**config.mk**
```make
export PLATFORM = sky130hd
export DESIGN_NAME = sap_obi_slave_cut
export DESIGN_NICKNAME = d
export VERILOG_FILES = /design/src/rtl/sap_pkg.sv /design/src/rtl/sap_obi_cut_fifo.sv /design/src/rtl/sap_obi_slave_cut.sv
export SDC_FILE = /design/constraint.sdc
export NUM_CORES = 1
export LEC_CHECK = 0
export ABC_AREA = 1
export ABC_CLOCK_PERIOD_IN_PS = 11000
export BUFFER_PORTS_ARGS = -buffer_cell sky130_fd_sc_hd__buf_2
export CAP_MARGIN = 0
export CORE_UTILIZATION = 53
export DETAILED_ROUTE_END_ITERATION = 8
export GPL_ROUTABILITY_DRIVEN = 0
export PLACE_DENSITY = 0.93
export SYNTH_ARGS = -nofsm -noshare
export SYNTH_HDL_FRONTEND = slang
export SYNTH_SLANG_ARGS = --single-unit
```
**constraint.sdc**
```tcl
create_clock -name clk_i -period 11 [get_ports clk_i]
set_clock_uncertainty 0.05 [all_clocks]
set_input_delay 2.2 -clock clk_i [delete_from_list [all_inputs] [get_ports clk_i]]
set_output_delay 2.2 -clock clk_i [all_outputs]
set_load 0.05 [all_outputs]
```
**src/rtl/sap_pkg.sv**
```systemverilog
// Shared types and defaults for the SAP OBI slave-side register cut.
package sap_pkg;

  localparam int SAP_OBI_CUT_DEPTH_DEFAULT   = 2;
  localparam int SAP_OBI_CUT_MAX_OUT_DEFAULT = 4;
  localparam int SAP_OBI_CUT_PAYLOAD_W       = 69;

  typedef struct packed {
    logic        req;
    logic        we;
    logic [3:0]  be;
    logic [31:0] addr;
    logic [31:0] wdata;
  } sap_obi_req_t;

  typedef struct packed {
    logic        gnt;
    logic        rvalid;
    logic [31:0] rdata;
  } sap_obi_resp_t;

endpackage

```
**src/rtl/sap_obi_cut_fifo.sv**
```systemverilog
// Request buffer: DEPTH-entry FIFO with pointers wrapping modulo DEPTH, no bypass.
module sap_obi_cut_fifo #(
  parameter int WIDTH = 69,
  parameter int DEPTH = 2,
  localparam int CW   = $clog2(DEPTH+1)
) (
  input  logic             clk_i,
  input  logic             rst_ni,
  input  logic             push_i,
  input  logic             pop_i,
  input  logic [WIDTH-1:0] data_i,
  output logic [WIDTH-1:0] data_o,
  output logic             full_o,
  output logic             empty_o,
  output logic [CW-1:0]    count_o
);

  localparam int PW = (DEPTH > 1) ? $clog2(DEPTH) : 1;

  logic [WIDTH-1:0] mem [DEPTH];
  logic [PW-1:0]    wr_ptr_q, wr_ptr_d, rd_ptr_q, rd_ptr_d;
  logic [CW-1:0]    count_q, count_d;
  logic             do_push, do_pop;

  // DEPTH need not be a power of two, so wrap explicitly.
  function automatic logic [PW-1:0] ptr_inc(input logic [PW-1:0] p);
    return (p == PW'(DEPTH-1)) ? '0 : p + 1'b1;
  endfunction

  assign full_o  = (count_q == CW'(DEPTH));
  assign empty_o = (count_q == '0);
  assign count_o = count_q;
  assign data_o  = mem[rd_ptr_q];
  assign do_push = push_i && !full_o;
  assign do_pop  = pop_i && !empty_o;

  always_comb begin
    wr_ptr_d = do_push ? ptr_inc(wr_ptr_q) : wr_ptr_q;
    rd_ptr_d = do_pop  ? ptr_inc(rd_ptr_q) : rd_ptr_q;
    count_d  = count_q;
    if (do_push && !do_pop)      count_d = count_q + 1'b1;
    else if (!do_push && do_pop) count_d = count_q - 1'b1;
  end

  always_ff @(posedge clk_i or negedge rst_ni) begin
    if (!rst_ni) begin
      wr_ptr_q <= '0;
      rd_ptr_q <= '0;
      count_q  <= '0;
    end else begin
      wr_ptr_q <= wr_ptr_d;
      rd_ptr_q <= rd_ptr_d;
      count_q  <= count_d;
    end
  end

  always_ff @(posedge clk_i) begin
    if (do_push) mem[wr_ptr_q] <= data_i;
  end

endmodule

```
**src/rtl/sap_obi_slave_cut.sv**
```systemverilog
// OBI cut between a crossbar slave port and a peripheral: buffered requests, capped outstanding.
// Define SAP_OBI_CUT_RESP_REG_EN to register the response path (1-cycle latency).
module sap_obi_slave_cut
  import sap_pkg::*;
#(
  parameter type obi_req_t       = sap_obi_req_t,
  parameter type obi_resp_t      = sap_obi_resp_t,
  parameter int  DEPTH           = SAP_OBI_CUT_DEPTH_DEFAULT,
  parameter int  MAX_OUTSTANDING = SAP_OBI_CUT_MAX_OUT_DEFAULT,
  localparam int OW              = $clog2(MAX_OUTSTANDING+1)
) (
  input  logic          clk_i,
  input  logic          rst_ni,
  input  obi_req_t      master_req_i,
  output obi_resp_t     master_resp_o,
  output obi_req_t      slave_req_o,
  input  obi_resp_t     slave_resp_i,
  output logic [OW-1:0] outstanding_o,
  output logic          idle_o,
  output logic          err_o
);

  localparam int W  = SAP_OBI_CUT_PAYLOAD_W;
  localparam int CW = $clog2(DEPTH+1);

  logic [W-1:0]  fifo_wdata, fifo_rdata;
  logic          fifo_full, fifo_empty;
  logic [CW-1:0] fifo_cnt;
  logic          gnt, up_hs, dn_hs, rsp_ok, dec;
  logic [OW-1:0] outstanding_q, outstanding_d;
  logic          err_q, err_d;

  // Grant is purely local so the peripheral's gnt never reaches the crossbar combinationally.
  assign gnt        = (fifo_cnt < CW'(DEPTH)) && (outstanding_q < OW'(MAX_OUTSTANDING));
  assign up_hs      = master_req_i.req && gnt;
  assign dn_hs      = !fifo_empty && slave_resp_i.gnt;
  assign fifo_wdata = {master_req_i.we, master_req_i.be, master_req_i.addr, master_req_i.wdata};

  sap_obi_cut_fifo #(
    .WIDTH (W),
    .DEPTH (DEPTH)
  ) u_fifo (
    .clk_i   (clk_i),
    .rst_ni  (rst_ni),
    .push_i  (up_hs),
    .pop_i   (dn_hs),
    .data_i  (fifo_wdata),
    .data_o  (fifo_rdata),
    .full_o  (fifo_full),
    .empty_o (fifo_empty),
    .count_o (fifo_cnt)
  );

  always_comb begin
    slave_req_o       = '0;
    slave_req_o.req   = !fifo_empty;
    {slave_req_o.we, slave_req_o.be, slave_req_o.addr, slave_req_o.wdata} = fifo_rdata;
  end

`ifdef SAP_OBI_CUT_RESP_REG_EN
  logic        rvalid_q;
  logic [31:0] rdata_q;

  // A registered rvalid still counts as outstanding until issued, so exclude it here.
  assign rsp_ok = slave_resp_i.rvalid && (outstanding_q > OW'(rvalid_q));
  assign dec    = rvalid_q;

  always_ff @(posedge clk_i or negedge rst_ni) begin
    if (!rst_ni) begin
      rvalid_q <= 1'b0;
      rdata_q  <= '0;
    end else begin
      rvalid_q <= rsp_ok;
      rdata_q  <= rsp_ok ? slave_resp_i.rdata : '0;
    end
  end

  always_comb begin
    master_resp_o        = '0;
    master_resp_o.gnt    = gnt;
    master_resp_o.rvalid = rvalid_q;
    master_resp_o.rdata  = rdata_q;
  end
`else
  assign rsp_ok = slave_resp_i.rvalid && (outstanding_q != '0);
  assign dec    = rsp_ok;

  always_comb begin
    master_resp_o        = '0;
    master_resp_o.gnt    = gnt;
    master_resp_o.rvalid = rsp_ok;
    master_resp_o.rdata  = rsp_ok ? slave_resp_i.rdata : '0;
  end
`endif

  always_comb begin
    outstanding_d = outstanding_q;
    if (up_hs && !dec)      outstanding_d = outstanding_q + 1'b1;
    else if (!up_hs && dec) outstanding_d = outstanding_q - 1'b1;
    err_d = err_q | (slave_resp_i.rvalid && !rsp_ok);
  end

  always_ff @(posedge clk_i or negedge rst_ni) begin
    if (!rst_ni) begin
      outstanding_q <= '0;
      err_q         <= 1'b0;
    end else begin
      outstanding_q <= outstanding_d;
      err_q         <= err_d;
    end
  end

  assign outstanding_o = outstanding_q;
  assign idle_o        = (outstanding_q == '0);
  assign err_o         = err_q;

endmodule

```
=== Word-level counts from Yosys, hierarchy flattened ===
Memory sizes are Yosys's and may differ from the RTL's.
Index checks and enable logic that the tools add are counted.

* Equal/unequal tests: 1
* $add $sub $neg: 6
* Reductions and logical operators: 22
* $lt $le $gt $ge: 2
* Mux-type cells: 9
* Bitwise gates (word level): 1

{| class="wikitable"
|+ Operator list
! kind !! number
|-
| $mux W32 || 1
|-
| $logic_and A1 B1 Y1 || 11
|-
| $logic_not A1 Y1 || 6
|-
| $mux W3 || 2
|-
| $mux W1 || 4
|-
| $mux W2 || 2
|-
| $reduce_bool A2 Y1 || 2
|-
| $add A3 B1 Y3 const B || 1
|-
| $logic_not A3 Y1 || 1
|-
| $lt A3 B3 Y1 const B || 1
|-
| $reduce_bool A3 Y1 || 1
|-
| $sub A3 B1 Y3 const B || 1
|-
| $add A1 B1 Y1 const B || 2
|-
| $add A2 B1 Y2 const B || 1
|-
| $eq A2 B2 Y1 const B || 1
|-
| $logic_not A2 Y1 || 1
|-
| $lt A2 B2 Y1 const B || 1
|-
| $sub A2 B1 Y2 const B || 1
|-
| $or A1 B1 Y1 || 1
|}

* Input port bits: 106
* Output and inout port bits: 109
* RAM bits: 138
* Logic and storage cells: 47
* Memories: 1
* Register bits: 8

{| class="wikitable"
|+ Memories
! memory !! words !! width !! rd ports !! clocked after memory_dff !! wr ports !! line !! RTL
|-
| u_fifo.mem || 2 || 69 || 1 || 0 || 1 || sap_obi_cut_fifo.sv:20 || <nowiki>logic [WIDTH-1:0] mem [DEPTH];</nowiki>
|}

=== Depth between registers and ports, before layout ===
* Word-level depth: 8
* Gate-level depth with buffers: 12
* Mapped depth without buffers: 11

=== Cells and area by module ===
From an unflattened synthesis, not the netlist that was laid out.

* Cell total of the unflattened synthesis: 494
* Area, all modules: 5826.8 µm²

{| class="wikitable"
|+ By module, submodules not included
! module !! cells each !! area each (µm²) !! sequential area each (µm²) !! times used
|-
| sap_obi_cut_fifo || 392 || 5256.3 || 4244.1 || 1
|-
| sap_obi_slave_cut || 102 || 570.5 || 100.1 || 1
|}

=== Worst setup path before layout ===
No wires, ideal clock.

* Path kind: in2reg
* Start point: input master_req_i[69] (netlist bit)
* End point: memory u_fifo.mem[0][0], enable pin
* Path buffers: 0
* Arrival time: 5209 ps
* Setup time: 497 ps
* Cell stages on the path: 2
* Slack: 5244 ps
* Cells stage by stage: nand2_1 nor2_1

* Word-level cells in the longest chain between the ends: 4

{| class="wikitable"
|+ Ends and longest elaborated chain
! what !! line !! RTL
|-
| start, declared || sap_obi_slave_cut.sv:14 || <nowiki>input obi_req_t master_req_i,</nowiki>
|-
| $logic_and A1 B1 Y1 || sap_obi_slave_cut.sv:35 || <nowiki>assign up_hs = master_req_i.req && gnt;</nowiki>
|-
| $logic_and A1 B1 Y1 || sap_obi_cut_fifo.sv:34 || <nowiki>assign do_push = push_i && !full_o;</nowiki>
|-
| $mux W1 || sap_obi_cut_fifo.sv:58 || <nowiki>if (do_push) mem[wr_ptr_q] <= data_i;</nowiki>
|-
| $mux W1 (implied by the code) || sap_obi_cut_fifo.sv:58 ||
|-
| end, declared || sap_obi_cut_fifo.sv:20 ||
|}

No other way between the ends.

==> run_results.csv <==
group,metric,value,unit
grt,grt-ovfl-total,0,
final_layout,nets,812,
sta,rsz0062_at_grt,"false",
final_layout,fillers,710,
placement,port_buffers,214,
floorplan,start_util,0.553,
synth,synth-seq-area-share,0.750,
synth,ys_types,20,
grt,grtUsageMet1,0.213,
worst_setup_path,critPathKind,"in2out",
clocking,cts_buffers,17,
worst_setup_path,crit_slowest_cell,"buf_2",
final_layout,final_layout_size_suffix_gt1_frac,0.366,
worst_setup_path,cp_max_fo,34,
clocking,cts.sinks,146,
worst_setup_path,required,8750,ps
grt,grt_max_degree,71,
drt,post_drt_wl_per_cell,14.4,um
min_path,min_from,"err_o",
sta,relSlewSlack,0.341,
clocking,h-tree-depth,4,
grt,busiest_layer,"met2",
floorplan,die_h,107,um
final_layout,register_area,4350,sq um
sta,slew_violations,0,
synth,synth_area_leaders,"edfxtp_1, nand2_1, dfrtp_1",
outcome,status,"finished clean",
floorplan,die_w,107,um
floorplan,dieArea,11300,sq um
grt,grt_util_all_layers,0.218,
clocking,clockBufferDepth,2,
clocking,hold_buffers,0,
grt,met3_usage,0.0638,
worst_setup_path,max_stage_delay,280,ps
placement,hpwlAfterDp,8.35,mm
worst_setup_path,r2r-start,"outstanding_o[2]",
drt,drt-total-wl,12.3,mm
grt,grt_first_pass_wirelength,18.2,mm
drt,vias_per_cell,4.77,
sta,hold_viol,0,
floorplan,ios,215,
power_and_ir_drop,switching_share,0.470,
power_and_ir_drop,p_per_area,323,nW/um^2
sta,fmax,191,MHz
power_and_ir_drop,clockPowerShare,0.234,
synth,synth_seq_cells,146,
power_and_ir_drop,p_leak,3.57,nW
drt,drc,0,
clocking,cts_tree,"done",
drt,drt-pass1-iter-count,5,
drt,via_count,4064,
worst_setup_path,cp_common_cell,"buf_2",
final_layout,multi_input_area,1130,sq um
final_layout,final_cell_area,7520,sq um
synth,netlist.area_leader.share,0.716,
placement,place_area,6920,sq um
power_and_ir_drop,p_int,1.29,mW
final_layout,syn2layout_area_growth,29.9,%
worst_setup_path,crit_start,"slave_resp_i[32]",
sta,layout_min_cycle_time,5250,ps
synth,syn_area,5790,sq um
grt,gr-usage-met2,0.423,
worst_setup_path,path_delay_family,"simple AND/OR/NAND/NOR gates",
sta,holdWs,415,ps
clocking,cts-root-buf,"clkbuf_8",
worst_setup_path,crit_buf_inv,2,
floorplan,rows,37,
clocking,insertion_delay,510,ps
sta,worst_slew_pin_slew,986,ps
clocking,cts.clk_slew.worst_paths,60,ps
min_path,hp-class,"reg2reg",
grt,grt_pass1_vias,3987,
worst_setup_path,start_kind,"primary input",
synth,synthesis.nets,596,
final_layout,fin_util,0.719,
worst_setup_path,end_kind,"output port",
sta,fin_crit_sh,0.477,
power_and_ir_drop,ir_drop,187,uV
sta,fin_setup_tns,0,ps
power_and_ir_drop,seqPwrFrac,0.314,
grt,antenna_found_initial,0,
power_and_ir_drop,switching_power,1.14,mW
synth,synth_area_per_cell,11.9,sq um
flow_run,drv_cap,0,
drt,drt_iter0_markers,270,
drt,drtAntennaViolNets,0,
worst_setup_path,crit_chain,"buf_2 > nand2_4 > nor2_1 > buf_2",
worst_setup_path,arrival,3000,ps
synth,yosys_warnings,0,
sta,setup_viol,0,
power_and_ir_drop,pwr-share-comb,0.452,
clocking,cts_setup_buffers,0,
floorplan,core-area,10500,sq um
synth,syn_inst,487,
clocking,cts_resized,0,
synth,yosysTopAreaCell,"edfxtp_1",
==> worst paths after layout <==
path | to | slack (ps) | cells after the start
worst max-delay path | master_resp_o[22] | 5750 | 4
worst min-delay path | err_o | 420 | 2
worst max register to register | u_fifo.mem[1][7] | 8420 | 4
worst min register to register | err_o | 420 | 2
max in group asynchronous | u_fifo.rd_ptr_q | 9250 | 1
min in group asynchronous | err_o | 1470 | 1
==> power groups by stage <==
stage | clock network (mW) | logic, mW | registers [mW]
after floorplan | 0 | 0.857 | 0.792
after global placement | 0 | 1.08 | 0.767
after detailed placement | 0 | 1.10 | 0.774
after CTS | 0.578 | 1.11 | 0.763
after global routing | 0.598 | 1.17 | 0.771
final | 0.568 | 1.10 | 0.763
==> metrics by stage <==
stage / cells / total power [mW] / setup slack [ps]
floorplan: 487 / 1.65 / 5240
global placement: 820 / 1.85 / 5810
detailed placement: 820 / 1.88 / 5750
CTS: 851 / 2.45 / 5750
global route: 851 / 2.54 / 5690
finish: 852 / 2.43 / 5750
==> synth_stat cells <==
cell type,count
nand2_1,223
edfxtp_1,138
inv_1,47
nor2_1,27
buf_2,8
buf_4,8
dfrtp_1,8
nor2_2,8
buf_6,4
nand3_1,3
ha_1,2
nand4_1,2
xnor2_1,2
fa_1,1
inv_2,1
inv_4,1
nand2_4,1
nand3_2,1
o21ai_0,1
xor2_1,1
==> cell usage in the layout (no fill, tap or decap) <==
cell type / synthesis / routed
nand2_1: 223 / 223
buf_2: 8 / 214
edfxtp_1: 138 / 138
inv_1: 47 / 47
nor2_1: 27 / 25
clkbuf_16: 0 / 16
nor2_2: 8 / 8
dfrtp_1: 8 / 7
clkinv_4: 0 / 4
inv_6: 0 / 4
nand3_1: 3 / 3
bufinv_16: 0 / 3
buf_4: 8 / 3
nor2_4: 0 / 2
xnor2_1: 2 / 2
nand4_1: 2 / 2
ha_1: 2 / 2
clkinvlp_4: 0 / 2
diode_2: 0 / 1
inv_4: 1 / 1
inv_2: 1 / 1
nand3_2: 1 / 1
nand2_4: 1 / 1
o21ai_0: 1 / 1
xor2_1: 1 / 1
fa_1: 1 / 1
clkbuf_8: 0 / 1
clkinv_1: 0 / 1
dfrtp_2: 0 / 1
==> sequential cells by signal, indices dropped and copies added (netlist names) <==
name,count
err_o,1
u_fifo.mem,138
u_fifo.rd_ptr_q,1
u_fifo.wr_ptr_q,1
u_fifo.count_o,2
outstanding_o,3
==> worst register-to-register path, stage by stage (launching register included) <==
cell and delay [ps]:
dfrtp_1 410, nor2_1 150, nand2_1 210, nor2_4 800
buf_4 590
==> cell families (layout without fill, tap and decap cells) <==
logic type / Yosys count / after routing / share of synthesized area
and+or+nand+nor: 265 / 265 / 0.179
DFF: 146 / 146 / 0.750
buffers and inverters: 69 / 297 / 0.0573
adders and majority gates: 3 / 3 / 0.00778
xor gates and xnor gates: 3 / 3 / 0.00454
AOI/OAI and AO/OA: 1 / 1 / 0.000864
other: 0 / 1 / 0
==> layout make-up <==
| cell class | instances | area share |
|---|---|---|
| tap | 136 | 0.0226 |
| timing repair buffer | 217 | 0.145 |
| clock inverter | 14 | 0.0238 |
| sequential | 146 | 0.578 |
| antenna | 1 | 0.000333 |
| inverter | 49 | 0.0248 |
| clock buffer | 17 | 0.0551 |
| multi-input combinational | 272 | 0.150 |
==> routing by layer <==
| metal | vias to the layer above | wire (um) |
|---|---|---|
| li1 | 1999 | - |
| met1 | 1850 | 4400 |
| met2 | 197 | 6770 |
| met3 | 18 | 915 |
| met4 | 0 | 177 |
| met5 | - | 0 |
No activity file was read; power rests on OpenSTA's default activity.
